`config.mk`:
```
export PLATFORM = sky130hd
export DESIGN_NAME = uart_digit_rx
export DESIGN_NICKNAME = d
export VERILOG_FILES = /design/src/rtl/uart_digit_rx.sv
export SDC_FILE = /design/constraint.sdc
export NUM_CORES = 1
export LEC_CHECK = 0
export CELL_PAD_IN_SITES_DETAIL_PLACEMENT = 1
export CELL_PAD_IN_SITES_GLOBAL_PLACEMENT = 1
export CORE_MARGIN = 4
export CORE_UTILIZATION = 45
export CTS_CLUSTER_DIAMETER = 40
export CTS_CLUSTER_SIZE = 40
export DETAILED_ROUTE_END_ITERATION = 7
export PLACE_DENSITY_LB_ADDON = 0.2
export SYNTH_ARGS = -nofsm -noshare
export SYNTH_HDL_FRONTEND = slang
export SYNTH_SLANG_ARGS = --single-unit
```
`constraint.sdc`:
```
create_clock -name clk -period 2.7 [get_ports clk]
set_input_delay 0.54 -clock clk [delete_from_list [all_inputs] [get_ports clk]]
set_output_delay 0.54 -clock clk [all_outputs]
set_load 0.05 [all_outputs]
```
`src/rtl/uart_digit_rx.sv`:
```
// uart_digit_rx: 8N1 UART receiver for the pixel-clock domain. Every byte
// with a good stop bit is published on rx_byte. ASCII '0'..'9' also update
// the 5-bit digit code num, which the HDMI digit-display stage reads directly.
//
// state   | meaning
// --------+--------------------------------------------------------------
// S_IDLE  | line idle; waiting for a falling edge on rx_s
// S_START | timing to mid start bit; a high sample there is a false start
// S_DATA  | sampling 8 data bits LSB first, one bit period apart
// S_STOP  | sampling mid stop bit; high publishes the byte, low is a framing error
// S_BREAK | after a framing error; waits for the line to return high
//
// CLKS_PER_BIT must be at least 8 so that the half-bit point is well defined.
module uart_digit_rx #(
  parameter int CLK_FREQ = 74_250_000,
  parameter int BAUD     = 115200
) (
  input  logic       clk,
  input  logic       Rst,
  input  logic       uart_rx,
  output logic [4:0] num,
  output logic       num_valid,
  output logic [7:0] rx_byte,
  output logic       rx_byte_valid,
  output logic       frame_err
);

  localparam int CLKS_PER_BIT = CLK_FREQ / BAUD;
  localparam int TMR_W        = $clog2(CLKS_PER_BIT);
  localparam logic [TMR_W-1:0] TMR_HALF = TMR_W'(CLKS_PER_BIT / 2 - 1);
  localparam logic [TMR_W-1:0] TMR_FULL = TMR_W'(CLKS_PER_BIT - 1);

  typedef enum logic [2:0] {
    S_IDLE,
    S_START,
    S_DATA,
    S_STOP,
    S_BREAK
  } state_t;

  state_t           state_q, state_d;
  logic             rx_meta_q, rx_s_q;
  logic [TMR_W-1:0] bit_tmr_q, bit_tmr_d;
  logic [2:0]       bit_idx_q, bit_idx_d;
  logic [7:0]       shift_q, shift_d;
  logic [4:0]       num_q, num_d;
  logic             num_valid_q, num_valid_d;
  logic [7:0]       rx_byte_q, rx_byte_d;
  logic             rx_byte_valid_q, rx_byte_valid_d;
  logic             frame_err_q, frame_err_d;

  // Two-flop synchroniser; resets to the idle-high line level so that
  // reset release never looks like a start bit.
  always_ff @(posedge clk or posedge Rst) begin
    if (Rst) begin
      rx_meta_q <= 1'b1;
      rx_s_q    <= 1'b1;
    end else begin
      rx_meta_q <= uart_rx;
      rx_s_q    <= rx_meta_q;
    end
  end

  // State, bit timing and output registers.
  always_ff @(posedge clk or posedge Rst) begin
    if (Rst) begin
      state_q         <= S_IDLE;
      bit_tmr_q       <= '0;
      bit_idx_q       <= '0;
      shift_q         <= '0;
      num_q           <= '0;
      num_valid_q     <= 1'b0;
      rx_byte_q       <= '0;
      rx_byte_valid_q <= 1'b0;
      frame_err_q     <= 1'b0;
    end else begin
      state_q         <= state_d;
      bit_tmr_q       <= bit_tmr_d;
      bit_idx_q       <= bit_idx_d;
      shift_q         <= shift_d;
      num_q           <= num_d;
      num_valid_q     <= num_valid_d;
      rx_byte_q       <= rx_byte_d;
      rx_byte_valid_q <= rx_byte_valid_d;
      frame_err_q     <= frame_err_d;
    end
  end

  // Next-state and output decode. The stop sample falls at mid-stop-bit, so
  // returning to idle there leaves half a bit of margin for a back-to-back
  // start edge.
  always_comb begin
    state_d         = state_q;
    bit_tmr_d       = bit_tmr_q + TMR_W'(1);
    bit_idx_d       = bit_idx_q;
    shift_d         = shift_q;
    num_d           = num_q;
    num_valid_d     = 1'b0;
    rx_byte_d       = rx_byte_q;
    rx_byte_valid_d = 1'b0;
    frame_err_d     = frame_err_q;

    unique case (state_q)
      S_IDLE: begin
        if (!rx_s_q) begin
          bit_tmr_d = '0;
          state_d   = S_START;
        end
      end

      S_START: begin
        if (bit_tmr_q == TMR_HALF) begin
          if (rx_s_q) begin
            state_d = S_IDLE;
          end else begin
            bit_tmr_d = '0;
            bit_idx_d = '0;
            state_d   = S_DATA;
          end
        end
      end

      S_DATA: begin
        if (bit_tmr_q == TMR_FULL) begin
          shift_d[bit_idx_q] = rx_s_q;
          bit_tmr_d          = '0;
          if (bit_idx_q == 3'd7) begin
            state_d = S_STOP;
          end else begin
            bit_idx_d = bit_idx_q + 3'd1;
          end
        end
      end

      S_STOP: begin
        if (bit_tmr_q == TMR_FULL) begin
          if (rx_s_q) begin
            rx_byte_d       = shift_q;
            rx_byte_valid_d = 1'b1;
            frame_err_d     = 1'b0;
            if ((shift_q >= 8'h30) && (shift_q <= 8'h39)) begin
              num_d       = {1'b0, shift_q[3:0]};
              num_valid_d = 1'b1;
            end
            state_d = S_IDLE;
          end else begin
            frame_err_d = 1'b1;
            state_d     = S_BREAK;
          end
        end
      end

      S_BREAK: begin
        if (rx_s_q) begin
          state_d = S_IDLE;
        end
      end

      default: begin
        state_d = S_IDLE;
      end
    endcase
  end

  assign num           = num_q;
  assign num_valid     = num_valid_q;
  assign rx_byte       = rx_byte_q;
  assign rx_byte_valid = rx_byte_valid_q;
  assign frame_err     = frame_err_q;

endmodule

```
==> impl_summary.log, run 1 <==
INFO  metric status = finished clean
INFO  metric yosysSeqAreaShare = ~53%
INFO  metric ys.warnings.count = 0
INFO  metric floorplan.die.width = between 70 and 80 um
INFO  metric drt-vias-per-instance = roughly 5.5
INFO  metric ratio_of_cells_with_drive_above_1_in_the_final_layout = between 20% and 30%
INFO  metric switching_share = 19.2%
INFO  metric min-delay-path-class = reg2reg
INFO  metric netlist_area = slightly below 2000 sq um
INFO  metric endpoint_kind = flip-flop
INFO  metric postRouteWirelength = between 3000 and 4000 um
INFO  metric portion_of_netlist_area_occupied_by_mux_cells = 12.1%
INFO  metric root_buffer = clkbuf_8
INFO  metric number_of_nets_in_the_layout = 195
INFO  metric fp.dieArea = 5440 sq um
INFO  metric leakage_power_total = ~0.0010 uW
INFO  metric power.share.combinational = 1.8%
INFO  metric max_freq = around 460 MHz
INFO  metric path_max_fanout = 10
INFO  metric timing.max_cap.violations = 0
INFO  metric first_global_vias = between 1k and 1.5k
INFO  metric initialDrtViolationCount = 92
INFO  metric synthArstFlopShare = 100%
INFO  metric totalNegativeSetupSlack = 0 ps
INFO  metric ir_worst_vdd = ~0.37 mV
INFO  metric number_of_enable_type_register_cells_in_the_synthesized_netlist = 0
INFO  metric power-per-cell-area = 500 nW/um^2
INFO  metric worstSetupStartpoint = bit_tmr_q[0]
INFO  metric synth.top_cell.area_share = 50.2%
INFO  metric ys.flop_type = dfrtp_1
INFO  metric clock_skew = ~5.4 ps
INFO  metric postRouteAntennaNets = 0
INFO  metric final_period_minus_worst_setup_slack = between 2000 and 2500 ps
INFO  metric insertedDiodeCount = 0
INFO  metric grt_first_pass_wirelength = roughly 6800 um
INFO  metric slew_headroom = between 50% and 60%
INFO  metric synth.ff_latch_count = 41
INFO  metric cts_resized = 0
INFO  metric grt_start_max_net_pins = 42
INFO  metric synthDominantAreaCellType = dfrtp_1
INFO  metric port_bufs = 17
INFO  metric vias = 1309
INFO  metric ioPinCount = 19
INFO  metric placer_congestion_estimate = slightly below 0.8
INFO  metric number_of_antenna_violations_at_the_first_check_in_global_routing = 0
INFO  metric post_cts_hold_buffer_count = 0
INFO  metric synth_compound_area_share = 4.24%
INFO  metric max_slew_violations = 0
INFO  metric core_region_area = approximately 4100 sq um
INFO  metric synth.top_cells.by_area = dfrtp_1, mux2_2, nor2_1
INFO  metric power_report.internal_total = 923 uW
INFO  metric start_util = 47.6%
INFO  metric regToRegStartpoint = bit_tmr_q[0]
INFO  metric cts_post_setup_buffers_inserted = 0
INFO  metric post_synth.cell_area_avg = ~12 sq um
INFO  metric tritoncts_num_sinks = 41
INFO  metric worstPathArrival = around 2400 ps
INFO  metric finish.utilization = between 50% and 60%
INFO  metric clkTransAtPathRegs = approximately 70 ps
INFO  metric dp.final_hpwl = 2770 um
INFO  metric hold_viol = 0
INFO  metric regToRegSetupSlack = about 500 ps
INFO  metric setup.worst_path.class = reg2reg
INFO  metric syn2layout_area_growth = 17.2%
INFO  metric cts_inserted_buffers = 5
INFO  metric worstSkewPairLatency = 290 ps
INFO  metric first_pass_iters = 3
INFO  metric rsz0062_at_grt = false
INFO  metric remaining_drc_errors = 0
INFO  metric synth_nets = around 180
INFO  metric clock_tree.buffer_depth = 2
INFO  metric cts_max_level = 2
INFO  metric startpoint_type = flip-flop
INFO  metric fp.dieH = between 70 and 80 um
INFO  metric worstReg2RegEnd = bit_tmr_q[3]
INFO  metric cts_tree = done
INFO  metric placed_cells = 231
INFO  metric synth-adder-area-share = under 10%
INFO  metric synth_xor_area_share = 3.60%
INFO  metric net-switching-power = roughly 220 uW
INFO  metric tightest_slew = around 620 ps
INFO  metric netlist-cell-type-count = 39
INFO  metric stdcell_count = ~240
INFO  metric timing.critical_path.required = roughly 2900 ps
INFO  metric timing.final.setup_violations = 0
INFO  metric worst_setup_path_endpoint = bit_tmr_q[3]
INFO  metric grt-ovfl-total = 0
INFO  metric timing.reg2reg.worst_path_depth = 6
INFO  metric share_of_synthesized_cell_area_in_and_or_nand_and_nor_gates = a little over a fifth
INFO  metric commonest_non_fill_non_tap_cells_in_the_layout = dfrtp_1, nor2_1, mux2_2
INFO  metric placementRows = 23
INFO  metric postSynthCellCount = between 150 and 200
INFO  metric post_drt_wl_per_cell = approximately 17 um
INFO  metric combinational_family_with_the_most_area_after_synthesis = simple AND/OR/NAND/NOR gates
INFO  metric post-route-period-util = just over 80%
INFO  metric clockPowerShare = 43.9%
INFO  metric layout_commonest_cell = dfrtp_1
INFO  metric gr-usage-all-layers = between 15 and 20%
INFO  metric sequentialPowerShare = 54.3%
critical path, stage by stage, from the launching register on:
cell and delay (ps):
dfrtp_1 440, ha_1 290, nor4bb_1 270, buf_4 220
nand4_2 210, a221oi_4 520, nor2_1 110
worst min path at each step:
| stage | start | endpoint | slack, ps | depth (start not counted) |
|---|---|---|---|---|
| finish | rx_meta_q | rx_s_q | 360 | 0 |
| global route | rx_meta_q | rx_s_q | 370 | 0 |
| CTS | rx_meta_q | rx_s_q | 360 | 0 |
| detailed placement | rx_meta_q | rx_s_q | 350 | 0 |
| global placement | rx_meta_q | rx_s_q | 350 | 0 |
| floorplan | rx_meta_q | rx_s_q | 350 | 0 |
state kept, by name, indices dropped and copies added, names as in the netlist:
signal	count
rx_byte	8
state_q	3
shift_q	8
bit_tmr_q	10
frame_err	1
bit_idx_q	3
rx_s_q	1
rx_meta_q	1
num_valid	1
rx_byte_valid	1
num	4
final cells by class:
type,instances,area (sq um)
fillers,434,1810
repair buffers,20,193
well taps,50,62.6
multi-input cells,114,858
inverters,6,22.5
clock buffers,7,86.3
flip-flops and latches,41,1030
clock inverters,1,30.0
power groups by stage:
stage | registers (uW) | clock network, uW | logic, uW
global route | 620 | 553 | 23.7
finish | 620 | 501 | 20.6
detailed placement | 632 | 0 | 21.8
floorplan | 629 | 0 | 16.8
global placement | 632 | 0 | 21.1
CTS | 620 | 524 | 21.8
per-layer routing:
layer	track usage (%)	wire length, um	part of all wire (%)
met5	0	0	0
met4	6.64	65	1.6
met3	4.79	118	3.0
met2	25.2	1950	49
met1	22.5	1830	46
cell usage after synthesis, types with 2 or more instances:
cell,count
dfrtp_1,39
nor2_1,22
mux2_2,20
nand2_1,8
nand4_1,8
inv_1,6
nand3_1,6
xor2_1,5
clkbuf_1,4
ha_1,4
nor3_1,4
a21oi_1,3
nor4bb_1,3
xnor2_1,3
and4_1,2
and4b_1,2
buf_2,2
dfstp_2,2
nand4_2,2
nor3b_1,2
o21ai_0,2
o2bb2ai_1,2
or3_1,2
logic make-up (layout without fill, tap and decap cells):
family                     Yosys count  count (layout)
and+or+nand+nor                     70              70
xor gates and xnor gates             8               8
adders and majority gates            4               4
buffers and inverters               14              34
DFF                                 41              41
other                                1               1
AOI/OAI and AO/OA                   10              10
muxes                               21              21
through the flow:
| stage | hold WS, ps | setup WS (ps) | cell area (sq um) | power, uW |
|---|---|---|---|---|
| after floorplan | 345 | 756 | 1950 | 646 |
| after global placement | 347 | 565 | 2160 | 653 |
| after detailed placement | 348 | 490 | 2160 | 654 |
| after CTS | 359 | 470 | 2280 | 1170 |
| after global routing | 368 | 232 | 2280 | 1200 |
| final | 357 | 504 | 2280 | 1140 |
Note: power is estimated with default switching activity, not from simulation.
==> run 2, diff against run 1 <==
==> constraint.sdc (replaced) <==
create_clock -name clk -period 2.2 [get_ports clk]
set_input_delay 0.44 -clock clk [delete_from_list [all_inputs] [get_ports clk]]
set_output_delay 0.44 -clock clk [all_outputs]
set_load 0.05 [all_outputs]
==> impl_summary.log, run 2 (synthesis gave the netlist of run 1 again) <==
INFO  metric insertedDiodeCount = 0 (unchanged)
INFO  metric power_report.internal_total = 1210 uW (+31%)
INFO  metric first_global_vias = 1475 (+9.7%)
INFO  metric worstPathArrival = 2220 ps (-130 ps)
INFO  metric post_drt_wl_per_cell = 17.0 um (+2.5%)
INFO  metric timing.final.setup_violations = 0 (unchanged)
INFO  metric power.share.combinational = 1.7% (about the same)
INFO  metric slew_headroom = 65.4% (+7.1 points)
INFO  metric remaining_drc_errors = 0 (unchanged)
INFO  metric power-per-cell-area = 634 nW/um^2 (+27%)
INFO  metric clock_tree.buffer_depth = 2 (unchanged)
INFO  metric path_max_fanout = 10 (unchanged)
INFO  metric ratio_of_cells_with_drive_above_1_in_the_final_layout = 23.2% (+3.1 points)
INFO  metric initialDrtViolationCount = 72 (-22%)
INFO  metric max_freq = 489 MHz (+7.4%)
INFO  metric fp.dieArea = 5440 sq um (unchanged)
INFO  metric switching_share = 18.7% (-0.42 points)
INFO  metric global_route.usage.met2 = 28.2% (+3.1 points)
INFO  metric min-delay-path-class = reg2reg
INFO  metric stdcell_count = 244 (+2.1%)
INFO  metric placementRows = 23 (unchanged)
INFO  metric timing.critical_path.cells = inv_1, ha_1, nor4bb_1, nand4b_1, a221oi_4, buf_12, nor2_1
INFO  metric number_of_nets_in_the_layout = 200 (+2.6%)
INFO  metric syn2layout_area_growth = 21.0%
INFO  metric cp_top_family = simple AND/OR/NAND/NOR gates
INFO  metric clock_skew = 6.79 ps (+1.39 ps)
INFO  metric groute.layer.met3.usage = 3.83% (-0.96 points)
INFO  metric gr-max-usage-layer = met2
INFO  metric ir_worst_vdd = 0.629 mV (+69%)
INFO  metric startpoint_type = flip-flop
INFO  metric dp.final_hpwl = 2890 um (+4.0%)
INFO  metric layout_commonest_cell = dfrtp_1
INFO  metric status = finished clean
INFO  metric timing.critical_path.required = 2370 ps (-490 ps)
INFO  metric tightest_slew = 518 ps (-104 ps)
INFO  metric grt-ovfl-total = 0 (unchanged)
INFO  metric cts_tree = done
INFO  metric port_bufs = 17 (unchanged)
INFO  metric worstSkewPairLatency = 290 ps (about the same)
INFO  metric critPathSlowestCell = nor4bb_1
INFO  metric fp.dieH = 73.8 um (unchanged)
INFO  metric endpoint_kind = flip-flop
INFO  metric final_period_minus_worst_setup_slack = 2040 ps (-152 ps)
INFO  metric start_util = 47.6% (unchanged)
INFO  metric largest-register = bit_tmr_q
INFO  metric first_pass_iters = 2 (-1)
INFO  metric cts_max_level = 2 (unchanged)
INFO  metric commonest_non_fill_non_tap_cells_in_the_layout = dfrtp_1, nor2_1, mux2_2
INFO  metric post-route-period-util = 92.9% (+12 points)
INFO  metric timing.max_cap.violations = 0 (unchanged)
INFO  metric placer_congestion_estimate = 0.816 (+5.7%)
INFO  metric floorplan.die.width = 73.8 um (unchanged)
INFO  metric grt_start_max_net_pins = 42 (unchanged)
INFO  metric gr-usage-all-layers = 17.1% (+0.47 points)
INFO  metric postRouteAntennaNets = 0 (unchanged)
INFO  metric flip_flop_count_of_the_largest_register_all_copies_and_words_added = 10 (unchanged)
INFO  metric ioPinCount = 19 (unchanged)
INFO  metric cts_inserted_buffers = 5 (unchanged)
INFO  metric placed_cells = 235 (+1.7%)
INFO  metric core_region_area = 4090 sq um (unchanged)
INFO  metric hold_viol = 0 (unchanged)
INFO  metric use_met1 = 22.6% (+0.15 points)
INFO  metric drt-vias-per-instance = 5.53 (+0.94%)
INFO  metric clkTransAtPathRegs = 70 ps (about the same)
INFO  metric cp.buffers_inverters = 2 (+1)
INFO  metric sequentialPowerShare = 51.0% (-3.3 points)
INFO  metric net-switching-power = 280 uW (+28%)
INFO  metric finish.utilization = 57.6% (+1.8 points)
INFO  metric post_cts_hold_buffer_count = 0 (unchanged)
INFO  metric postRouteWirelength = 4150 um (+4.6%)
INFO  metric timing.reg2reg.worst_path_depth = 7 (+1)
INFO  metric grt_first_pass_wirelength = 7080 um (+4.7%)
INFO  metric critical_path_depth = 7 (+1)
INFO  metric root_buffer = clkbuf_8
INFO  metric setup.worst_path.class = reg2reg
INFO  metric leakage_power_total = 0.00107 uW (+3.7%)
INFO  metric slowest_delay = 470 ps (-50 ps)
INFO  metric clockPowerShare = 47.3% (+3.4 points)
INFO  metric max_slew_violations = 0 (unchanged)
INFO  metric vias = 1349 (+3.1%)
INFO  metric holdPathStages = 0 (unchanged)
INFO  metric number_of_antenna_violations_at_the_first_check_in_global_routing = 0 (unchanged)
INFO  metric tritoncts_num_sinks = 41 (unchanged)
==> run 2: repair_timing <==
action	4_1_cts	5_1_grt
gates resized for setup	0	1
setup buffers	0	1
pin swaps	1	1
endpoints found under the setup margin	2	14
==> run 2: layer usage <==
metal  part of all wire, %  up-vias
li1                      -      642
met1                    45      684
met2                    51       19
met3                   2.4        4
met4                  0.82        0
met5                     0        -
==> run 2: area by class of cell <==
class                      count  area, sq um
tap                           50         62.6
fill                         432         1730
sequential                    41         1030
clock inverter                 3         65.1
clock buffer                   5         68.8
timing repair buffer          25          243
inverter                       6         22.5
multi-input combinational    114          865
==> run 2: final timing paths <==
path,slack [ps],endpoint,startpoint
worst max-delay path,160,bit_tmr_q[3],bit_tmr_q[1]
worst min-delay path,360,rx_s_q,rx_meta_q
worst max register to register,160,bit_tmr_q[3],bit_tmr_q[1]
worst min register to register,360,rx_s_q,rx_meta_q
max in group asynchronous,1260,rx_s_q,Rst
min in group asynchronous,580,num[0],Rst
==> run 2: through the flow <==
stage | setup WS [ps] | hold slack [ps] | TNS [ps] | cell area, sq um | total power [uW]
detailed placement | 65.8 | 351 | 0 | 2190 | 803
finish | 156 | 363 | 0 | 2350 | 1490
floorplan | 256 | 345 | 0 | 1950 | 793
global route | -0.525 | 371 | -0.525 | 2350 | 1560
CTS | 5.09 | 363 | 0 | 2330 | 1510
global placement | 222 | 348 | 0 | 2190 | 801
==> run 2: power groups by stage <==
stage          clock [uW]  sequential, uW  combinational (uW)
2_1_floorplan           0             772                20.6
3_3_place_gp            0             775                25.7
3_5_place_dp            0             776                26.8
6_report              707             761                25.3
5_1_grt               767             762                29.9
4_1_cts               728             761                26.6
==> run 3, diff against run 2 <==
--- a/config.mk
+++ b/config.mk
@@ -8,7 +8,7 @@
 export CELL_PAD_IN_SITES_DETAIL_PLACEMENT = 1
 export CELL_PAD_IN_SITES_GLOBAL_PLACEMENT = 1
 export CORE_MARGIN = 4
-export CORE_UTILIZATION = 45
+export CORE_UTILIZATION = 48
 export CTS_CLUSTER_DIAMETER = 40
 export CTS_CLUSTER_SIZE = 40
 export DETAILED_ROUTE_END_ITERATION = 7
==> constraint.sdc (replaced) <==
create_clock -name clk -period 2.39 [get_ports clk]
set_input_delay 0.478 -clock clk [delete_from_list [all_inputs] [get_ports clk]]
set_output_delay 0.478 -clock clk [all_outputs]
set_load 0.05 [all_outputs]
==> impl_summary.log, run 3 (synthesis gave the netlist of run 1 again) <==
INFO  metric regToRegSetupSlack = 210 ps (+50 ps)
INFO  metric clock_tree.buffer_depth = 2 (unchanged)
INFO  metric path_max_fanout = 10 (unchanged)
INFO  metric flip_flop_count_of_the_largest_register_all_copies_and_words_added = 10 (unchanged)
INFO  metric tritoncts_num_sinks = 41 (unchanged)
INFO  metric grt-ovfl-total = 0 (unchanged)
INFO  metric postRouteAntennaNets = 0 (unchanged)
INFO  metric cts_max_level = 2 (unchanged)
INFO  metric first_pass_iters = 4 (+2)
INFO  metric timing.reg2reg.worst_path_depth = 6 (-1)
INFO  metric totalNegativeSetupSlack = 0 ps (unchanged)
INFO  metric timing.critical_path.required = 2540 ps (+170 ps)
INFO  metric placer_congestion_estimate = 0.794 (-2.8%)
INFO  metric gr-usage-all-layers = 18.5% (+1.4 points)
INFO  metric max_slew_violations = 0 (unchanged)
INFO  metric status = finished clean
INFO  metric slew_headroom = 63.2% (-2.2 points)
INFO  metric ioPinCount = 19 (unchanged)
INFO  metric cts_tree = done
INFO  metric startpoint_type = flip-flop
INFO  metric max_freq = 458 MHz (-6.4%)
INFO  metric grt_first_pass_wirelength = 7380 um (+4.3%)
INFO  metric start_util = 51.2% (+3.6 points)
INFO  metric hold_viol = 0 (unchanged)
INFO  metric core_region_area = 3800 sq um (-7.0%)
INFO  metric initialDrtViolationCount = 96 (+33%)
INFO  metric report.power.total = 1160 uW (-23%)
INFO  metric final_period_minus_worst_setup_slack = 2180 ps (+139 ps)
INFO  metric post-route-period-util = 91.4% (-1.6 points)
INFO  metric post_drt_wl_per_cell = 17.3 um (+1.6%)
INFO  metric timing.max_cap.violations = 0 (unchanged)
INFO  metric root_buffer = clkbuf_8
INFO  metric holdPathStages = 0 (unchanged)
INFO  metric worstSkewPairLatency = 290 ps (about the same)
INFO  metric vias = 1344 (-0.37%)
INFO  metric min_from = rx_meta_q
INFO  metric post_cts_hold_buffer_count = 0 (unchanged)
INFO  metric timing.final.setup_violations = 0 (unchanged)
INFO  metric grt_start_max_net_pins = 42 (unchanged)
INFO  metric rsz0062_at_grt = false
INFO  metric commonest_non_fill_non_tap_cells_in_the_layout = dfrtp_1, nor2_1, mux2_2
INFO  metric worstPathArrival = 2330 ps (+110 ps)
INFO  metric ratio_of_cells_with_drive_above_1_in_the_final_layout = 19.5% (-3.7 points)
INFO  metric min-delay-path-class = reg2reg
INFO  metric floorplan.die.width = 71.7 um (-2.8%)
INFO  metric clkTransAtPathRegs = 70 ps (about the same)
INFO  metric clock_skew = 8.88 ps (+2.09 ps)
INFO  metric dp.final_hpwl = 2870 um (-0.65%)
INFO  metric cts_post_setup_buffers_inserted = 0 (unchanged)
INFO  metric tightest_slew = 550 ps (+32.6 ps)
INFO  metric cts_inserted_buffers = 5 (unchanged)
INFO  metric ir_worst_vdd = 0.266 mV (-58%)
INFO  metric leakage_power_total = 0.00101 uW (-4.9%)
INFO  metric number_of_nets_in_the_layout = 196 (-2.0%)
INFO  metric placementRows = 22 (-4.3%)
INFO  metric place_ws = 154 ps (+88.2 ps)
INFO  metric dpl_cell_area = 2170 sq um (-1.1%)
INFO  metric syn2layout_area_growth = 15.6%
INFO  metric final_critical_path_setup_slack = 207 ps (+51.0 ps)
INFO  metric cts_resized = 0 (unchanged)
INFO  metric fp.dieH = 71.7 um (-2.8%)
INFO  metric final_design_area_no_fill = 2250 sq um (-4.5%)
INFO  metric first_global_vias = 1512 (+2.5%)
INFO  metric layout_commonest_cell = dfrtp_1
INFO  metric fp.dieArea = 5140 sq um (-5.6%)
INFO  metric drt-vias-per-instance = 5.65 (+2.1%)
INFO  metric port_bufs = 17 (unchanged)
INFO  metric worstHoldEndpoint = rx_s_q
INFO  metric postRouteWirelength = 4110 um (-0.94%)
INFO  metric endpoint_kind = flip-flop
INFO  metric remaining_drc_errors = 0 (unchanged)
INFO  metric number_of_antenna_violations_at_the_first_check_in_global_routing = 0 (unchanged)
INFO  metric worstReg2RegEnd = bit_tmr_q[4]
INFO  metric largest-register = bit_tmr_q
INFO  metric power-per-cell-area = 514 nW/um^2 (-19%)
INFO  metric insertedDiodeCount = 0 (unchanged)
INFO  metric regToRegStartpoint = bit_tmr_q[0]
INFO  metric setup.worst_path.class = reg2reg
run 3: final cells by class:
type	count	area (sq um)
flip-flops and latches	41	1030
fillers	390	1550
multi-input cells	114	858
inverters	6	22.5
clock buffers	8	80.1
repair buffers	21	200
well taps	48	60.1
run 3: stage by stage:
stage	hold slack [ps]	instances	utilization, %
after global routing	362	238	59.2
final	357	238	59.2
after floorplan	345	169	-
after detailed placement	347	230	57.1
after global placement	347	230	57.1
after CTS	358	238	59.2
run 3: worst max-delay path by stage:
stage                      start      endpoint  slack (ps)  depth (start not counted)
finish              bit_tmr_q[0]  bit_tmr_q[4]         210                          6
global route        bit_tmr_q[0]  bit_tmr_q[4]          30                          6
CTS                 bit_tmr_q[0]  bit_tmr_q[4]         160                          6
detailed placement  bit_tmr_q[0]  bit_tmr_q[4]         150                          6
global placement    bit_tmr_q[0]  bit_tmr_q[9]         300                          6
floorplan           bit_tmr_q[0]        num[0]         450                          6
run 3: worst max-delay path, stage by stage (launching register included):
cell and delay (ps):
dfrtp_1 440, ha_1 300, nor4bb_1 230, buf_4 210, nand4_2 200, a221oi_4 530, nor2_1 130
run 3: routing by layer:
layer / up-vias / routed length [um] / GRT usage [%]
met3: 8 / 158 / 4.91
li1: 633 / - / -
met5: - / 0 / 0
met2: 26 / 2070 / 31.0
met4: 0 / 69 / 6.05
met1: 677 / 1810 / 23.3
run 3: where the power goes:
group	total (uW)	switching (uW)	leakage (uW)	internal, uW
sequential	701	4.16	0.000551	697
combinational	23.7	18.3	0.000423	5.39
clock	432	225	0.0000395	208
total	1160	247	0.00101	909
